File: src/rtl/pipe_adder.sv
// Segmented carry-chain adder/subtractor with valid/ready flow control.
// Optional build macro PIPE_ADDER_SAT_EN adds signed saturation of the result.
module pipe_adder #(
  parameter int WIDTH = 8,
  parameter int SEG_W = 4
) (
  input  logic             clk,
  input  logic             rst,
  input  logic             in_valid,
  output logic             in_ready,
  input  logic [WIDTH-1:0] a,
  input  logic [WIDTH-1:0] b,
  input  logic             cin,
  input  logic             sub,
  output logic             out_valid,
  input  logic             out_ready,
  output logic [WIDTH-1:0] sum,
  output logic             cout,
  output logic             ovf
);

  localparam int NSEG = (WIDTH + SEG_W - 1) / SEG_W;

  logic en;

  assign en       = !out_valid || out_ready;
  assign in_ready = en;

  for (genvar k = 0; k < NSEG; k++) begin : g_stg
    localparam int LO   = k * SEG_W;
    localparam int HI   = (LO + SEG_W > WIDTH) ? WIDTH - 1 : LO + SEG_W - 1;
    localparam int SW   = HI - LO + 1;
    // Lowest operand bit still needed downstream; the last stage keeps only the MSB for ovf.
    localparam int KEEP = (HI + 1 < WIDTH) ? HI + 1 : WIDTH - 1;

    logic [WIDTH-1:LO]   a_in;
    logic [WIDTH-1:LO]   bp_in;
    logic                c_in;
    logic                v_in;
    logic [SW:0]         seg;
    logic [HI:0]         s_nxt;
    logic [WIDTH-1:KEEP] a_q;
    logic [WIDTH-1:KEEP] bp_q;
    logic [HI:0]         s_q;
    logic                c_q;
    logic                v_q;

    assign seg = {1'b0, a_in[HI:LO]} + {1'b0, bp_in[HI:LO]} + {{SW{1'b0}}, c_in};

    if (k == 0) begin : g_head
      assign a_in  = a;
      assign bp_in = sub ? ~b : b;
      assign c_in  = sub ^ cin;
      assign v_in  = in_valid;
      assign s_nxt = seg[SW-1:0];
    end else begin : g_body
      assign a_in  = g_stg[k-1].a_q;
      assign bp_in = g_stg[k-1].bp_q;
      assign c_in  = g_stg[k-1].c_q;
      assign v_in  = g_stg[k-1].v_q;
      assign s_nxt = {seg[SW-1:0], g_stg[k-1].s_q};
    end

    always_ff @(posedge clk or posedge rst) begin
      if (rst) begin
        v_q  <= 1'b0;
        c_q  <= 1'b0;
        a_q  <= '0;
        bp_q <= '0;
        s_q  <= '0;
      end else if (en) begin
        v_q  <= v_in;
        c_q  <= seg[SW];
        a_q  <= a_in[WIDTH-1:KEEP];
        bp_q <= bp_in[WIDTH-1:KEEP];
        s_q  <= s_nxt;
      end
    end
  end

  logic [WIDTH-1:0] raw;
  logic             a_msb;
  logic             bp_msb;

  assign raw       = g_stg[NSEG-1].s_q;
  assign a_msb     = g_stg[NSEG-1].a_q[WIDTH-1];
  assign bp_msb    = g_stg[NSEG-1].bp_q[WIDTH-1];
  assign out_valid = g_stg[NSEG-1].v_q;
  assign cout      = g_stg[NSEG-1].c_q;
  assign ovf       = (a_msb == bp_msb) && (raw[WIDTH-1] != a_msb);

`ifdef PIPE_ADDER_SAT_EN
  // Clamp toward the sign of a: 0111..1 for positive overflow, 1000..0 for negative.
  assign sum = ovf ? {a_msb, {(WIDTH-1){~a_msb}}} : raw;
`else
  assign sum = raw;
`endif

endmodule

File: config.mk
export PLATFORM = sky130hd
export DESIGN_NAME = pipe_adder
export DESIGN_NICKNAME = d
export VERILOG_FILES = /design/src/rtl/pipe_adder.sv
export SDC_FILE = /design/constraint.sdc
export NUM_CORES = 1
export LEC_CHECK = 0
export BUFFER_PORTS_ARGS = -buffer_cell sky130_fd_sc_hd__buf_2
export CAP_MARGIN = 20
export CORE_MARGIN = 2
export CORE_UTILIZATION = 51
export CTS_BUF_LIST = sky130_fd_sc_hd__clkbuf_4 sky130_fd_sc_hd__clkbuf_8
export DETAILED_ROUTE_END_ITERATION = 8
export HOLD_SLACK_MARGIN = 0.06
export PLACE_DENSITY = 0.89
export SLEW_MARGIN = 40
export SYNTH_ARGS = -nofsm -noshare
export SYNTH_HDL_FRONTEND = slang
export SYNTH_SLANG_ARGS = --single-unit
File: constraint.sdc
create_clock -name clk -period 1.7 [get_ports clk]
set_clock_uncertainty 0.1 [all_clocks]
set_input_delay 0.17 -clock clk [delete_from_list [all_inputs] [get_ports clk]]
set_output_delay 0.17 -clock clk [all_outputs]
set_load 0.05 [all_outputs]
Word level (Yosys, flattened, before mapping)
Cells that the tools add are included.
{"block": "totals", "out_inout_bits": 12, "elab_cells": 22, "regBits": 26, "inputBits": 22}
{"block": "op_classes", "n_addsub": 4, "reduce_logical": 3, "n_bitwise": 2, "muxes": 1, "n_eq_ne": 2}
{"op": "$add A4 B4 Y5", "count": 2}
{"op": "$add A5 B1 Y5", "count": 2}
{"op": "$mux W8", "count": 1}
{"op": "$not A8 Y8", "count": 1}
{"op": "$eq A1 B1 Y1", "count": 1}
{"op": "$logic_and A1 B1 Y1", "count": 1}
{"op": "$logic_not A1 Y1", "count": 1}
{"op": "$logic_or A1 B1 Y1", "count": 1}
{"op": "$ne A1 B1 Y1", "count": 1}
{"op": "$xor A1 B1 Y1", "count": 1}

Longest topological paths before layout
{"block": "logic_depth", "ltp_word": 4, "depth_mapped": 7, "ltp_nobuf": 6}

Worst setup path before layout
OpenSTA, ideal clock, no wires.
{"block": "synth_timing", "path_type": "register -> output", "startpoint": "register g_stg[1].s_q[7], in the netlist sum[7]", "endpoint": "output port ovf", "t_required_ns": 1.430, "n_path_buf": 0, "arrival_ns": 1.746, "stages_incl_launch_ff": 2, "path_slack_ns": -0.316, "cell_sequence": "dfrtp_1 -> o21ai_0"}
{"block": "synth_via", "elab_chain_len": 2}
{"element": "start: declaration", "line": "44", "source": "logic [HI:0] s_q;"}
{"element": "start signal: assignment", "line": "76", "source": "s_q <= s_nxt;"}
{"element": "$ne A1 B1 Y1", "line": "90", "source": "assign ovf = (a_msb == bp_msb) && (raw[WIDTH-1] != a_msb);"}
{"element": "$logic_and A1 B1 Y1", "line": "90"}
{"element": "end: declaration", "line": "19", "source": "output logic ovf"}
Every way passes these cells.

Final worst setup path
{"block": "layout_timing", "startpoint": "register g_stg[0].a_q[4] in the netlist's numbering", "endpoint": "register g_stg[1].s_q[5], in the netlist sum[5]"}
{"block": "layout_via", "elab_chain_len": 2}
{"element": "start: declaration", "line": "42", "source": "logic [WIDTH-1:KEEP] a_q;"}
{"element": "start signal: assignment", "line": "74", "source": "a_q <= a_in[WIDTH-1:KEEP];"}
{"element": "$add A4 B4 Y5", "line": "48", "source": "assign seg = {1'b0, a_in[HI:LO]} + {1'b0, bp_in[HI:LO]} + {{SW{1'b0}}, c_in};"}
{"element": "$add A5 B1 Y5", "line": "48"}
Every way passes these cells.
A chain may end at the register's enable or synchronous reset.

==> summary.log <==
INFO  detailed_routing detailedRoute.firstIterationViolations=10
INFO  floorplan      core_area=2500squm
INFO  clock_network  clock_tree.buffer_depth=2
INFO  logic_synthesis yosysWarningCount=0
INFO  setup_path     cp_max_fo=2
INFO  clock_network  cts_sinks=26
INFO  logic_synthesis syn-instance-count=139
INFO  run_status     outcome=finished clean
INFO  logic_synthesis synth-edff-count=0
INFO  clock_network  insertion_delay=310ps
INFO  logic_synthesis yosys.area.top_type=sky130_fd_sc_hd__dfrtp_1
INFO  logic_synthesis syn-mean-instance-area=9.78squm
INFO  clock_network  cts_tree=built
INFO  logic_synthesis netlist-cell-type-count=19
INFO  finish         instances_no_fill=214
INFO  detailed_routing drcViolationCount=0
INFO  grt            grt_pass1_vias=1021
INFO  grt            grt_util_all_layers=17.9%
INFO  finish         area.growth.synth_to_final=24.8%
INFO  sta            hold_viol_final=0
INFO  logic_synthesis dominantRegCellSynth=sky130_fd_sc_hd__dfrtp_1
INFO  sta            setup_viol=0
INFO  finish         final_nets=217
INFO  finish         share_of_final_layout_standard_cells_stronger_than_drive_strength_1=29.9%
INFO  min_path       min_from=a[3]
INFO  floorplan      dieArea=3090squm
INFO  min_path       worstHoldPathCells=4
INFO  grt            global_route_total_overflow=0
INFO  grt            pin_count_of_the_biggest_net_entering_global_routing=28
INFO  logic_synthesis syn-cell-area=1360squm
INFO  min_path       holdCritPathClass=input pin to flip-flop
INFO  logic_synthesis sequential_to_total_area_share_from_yosys_stat=47.9%
INFO  sta            post-route-worst-setup-slack=88.5ps
INFO  detailed_routing routed_wl=2.47mm
INFO  sta            slew_viol_final=0
INFO  logic_synthesis synth-seq-cells=26
INFO  detailed_routing average_wire_per_cell_in_the_routed_design=11.6um
INFO  sta            fin_crit_sh=94.8%
INFO  placed_design  port-buffer-count=33
INFO  floorplan      die_height=55.6um
INFO  clock_network  htree_levels=1
INFO  setup_path     critical_path.endpoint_type=flip-flop
INFO  clock_network  cts_inserted_buffers=3
INFO  grt            antenna_found_initial=0
INFO  setup_path     critPathLaunch=g_stg[0].a_q[4]
INFO  floorplan      design.portCount=34
INFO  power_and_ir_drop total_leakage_power=0.878nW
INFO  floorplan      start_util=54.4%
INFO  setup_path     timing.reg2reg.worst_path_depth=4
INFO  placed_design  dp_worst_setup_slack=-212ps
INFO  placed_design  gp_congestion=0.710
INFO  power_and_ir_drop peak_supply_drop=695uV
INFO  setup_path     timing.critical_path.required=1860ps
INFO  setup_path     worst_ep_arrival_time=1770ps
INFO  power_and_ir_drop power-per-cell-area=1250nW/um^2
INFO  detailed_routing route.vias.total=1030
INFO  logic_synthesis synth_commonest_cells=50 x sky130_fd_sc_hd__nand2_1, 26 x sky130_fd_sc_hd__dfrtp_1, 10 x sky130_fd_sc_hd__o21ai_0
INFO  sta            final.min_clock_period=1610ps
INFO  detailed_routing drt-pass1-iter-count=3
INFO  logic_synthesis netlist.area_leader.share=47.9%
INFO  sta            timing.max_slew.rel_slack=78.7%
INFO  setup_path     start_kind=flip-flop
INFO  placed_design  dp_cells=199
INFO  setup_path     worst_r2r_startpoint=g_stg[0].a_q[4]
INFO  sta            rsz0062_at_grt=false
INFO  logic_synthesis synth.area.top_cells=sky130_fd_sc_hd__dfrtp_1 48%, sky130_fd_sc_hd__nand2_1 14%, sky130_fd_sc_hd__fa_1 5.9%
INFO  clock_network  clkSlewWorstSetupHoldPaths=130ps
INFO  floorplan      fp-row-count=18
INFO  logic_synthesis ys_async_sr_fraction=100%
INFO  sta            max_clock_freq=0.621GHz
INFO  setup_path     criticalPathCategory=flip-flop to flip-flop
INFO  detailed_routing drt.antenna.violating_nets=0
INFO  clock_network  ctsRootBufferMaster=sky130_fd_sc_hd__clkbuf_4
INFO  logic_synthesis post-synth-top-count-cell=sky130_fd_sc_hd__nand2_1
INFO  finish         insertedDiodeCount=0
INFO  grt            global_route_wire_length_before_repair=4.33mm
INFO  sta            worstMarginPinSlew=320ps
INFO  logic_synthesis mappedNetlistNets=171
INFO  detailed_routing number_of_vias_per_cell=4.81
INFO  floorplan      fp.dieW=55.6um
INFO  job            max_cap_viol_count=0
INFO  placed_design  place.detailed.hpwl=1.83mm
[cell type report]
class                      count  area [sq um]
multi-input combinational    101           648
clock buffer                   4          36.3
inverter                       6          27.5
tap                           30          37.5
sequential                    26           651
fill                         206           805
timing repair buffer          47           295
[report_power, final]
part	internal, mW	total, mW	switching, mW
clock network	0.131	0.306	0.175
registers	0.779	0.872	0.0935
logic	0.295	0.941	0.646
[worst paths after layout]
check / endpoint / slack (ps)
min reg2reg: out_valid / 370
min: g_stg[0].c_q / 150
min in group asynchronous: a_msb / 320
max: sum[5] / 90
max in group asynchronous: out_valid / 940
max reg2reg: sum[5] / 90
[kinds of logic after synthesis]
family	synth area share (%)
flops	47.9
xor+xnor	7.73
simple gates	17.1
compound gates	9.39
fa+ha+maj	11.4
buf+inv	6.45
[what timing repair did]
item / 4_1_cts / 5_1_grt
gates resized for setup: 0 / 7
setup buffers: 0 / 1
hold buffers: 10 / 0
endpoints found under the hold margin: 35 / 0
endpoints found under the setup margin: 0 / 4
[metrics by stage]
| stage | total power [mW] | area, sq um | TNS, ps | utilization [%] | hold slack (ps) |
|---|---|---|---|---|---|
| floorplan | 1.60 | 1390 | -103 | - | 110 |
| global placement | 1.76 | 1540 | -263 | 61.6 | 132 |
| detailed placement | 1.80 | 1540 | -479 | 61.6 | 145 |
| CTS | 2.12 | 1680 | 0 | 67.1 | 141 |
| global route | 2.27 | 1700 | 0 | 67.8 | 156 |
| finish | 2.12 | 1700 | 0 | 67.8 | 149 |
[per-layer routing]
| metal | global-route usage, % | part of all wire, % |
|---|---|---|
| met4 | 8.01 | 2.1 |
| met2 | 31.8 | 50 |
| met3 | 3.02 | 4.1 |
| met5 | 0 | 0 |
| met1 | 21.0 | 44 |
[cell usage in the layout, fill, tap and decap left out]
cell	netlist	routed
sky130_fd_sc_hd__nand2_1	50	50
sky130_fd_sc_hd__buf_2	0	33
sky130_fd_sc_hd__dfrtp_1	26	26
sky130_fd_sc_hd__dlygate4sd3_1	0	10
sky130_fd_sc_hd__xor2_1	8	7
sky130_fd_sc_hd__o21ai_0	10	6
sky130_fd_sc_hd__ha_1	6	6
sky130_fd_sc_hd__inv_1	5	5
sky130_fd_sc_hd__nor2_1	5	5
sky130_fd_sc_hd__xnor2_1	4	4
sky130_fd_sc_hd__a21oi_2	2	4
sky130_fd_sc_hd__o21ai_1	0	4
sky130_fd_sc_hd__fa_2	0	4
sky130_fd_sc_hd__buf_4	2	4
sky130_fd_sc_hd__a21o_1	3	3
sky130_fd_sc_hd__clkbuf_4	0	3
sky130_fd_sc_hd__o21ai_2	2	2
sky130_fd_sc_hd__a21oi_1	4	2
sky130_fd_sc_hd__nor2b_4	1	1
sky130_fd_sc_hd__inv_6	1	1
sky130_fd_sc_hd__nor2b_2	0	1
sky130_fd_sc_hd__xor2_2	0	1
sky130_fd_sc_hd__nand2b_1	1	1
sky130_fd_sc_hd__clkbuf_8	0	1
[worst max-delay path: stages (launching register included)]
cell and delay (ps):
sky130_fd_sc_hd__dfrtp_1 430, sky130_fd_sc_hd__fa_2 400, sky130_fd_sc_hd__inv_1 80, sky130_fd_sc_hd__fa_2 430, sky130_fd_sc_hd__a21oi_2 120
[state kept, by name, summed over array words and instances, names as in the netlist]
register    flops
g_stg.s_q       4
out_valid       1
cout            1
g_stg.a_q       4
g_stg.v_q       1
g_stg.bp_q      4
a_msb           1
sum             8
bp_msb          1
g_stg.c_q       1
Note: power is estimated with default switching activity, not from simulation.
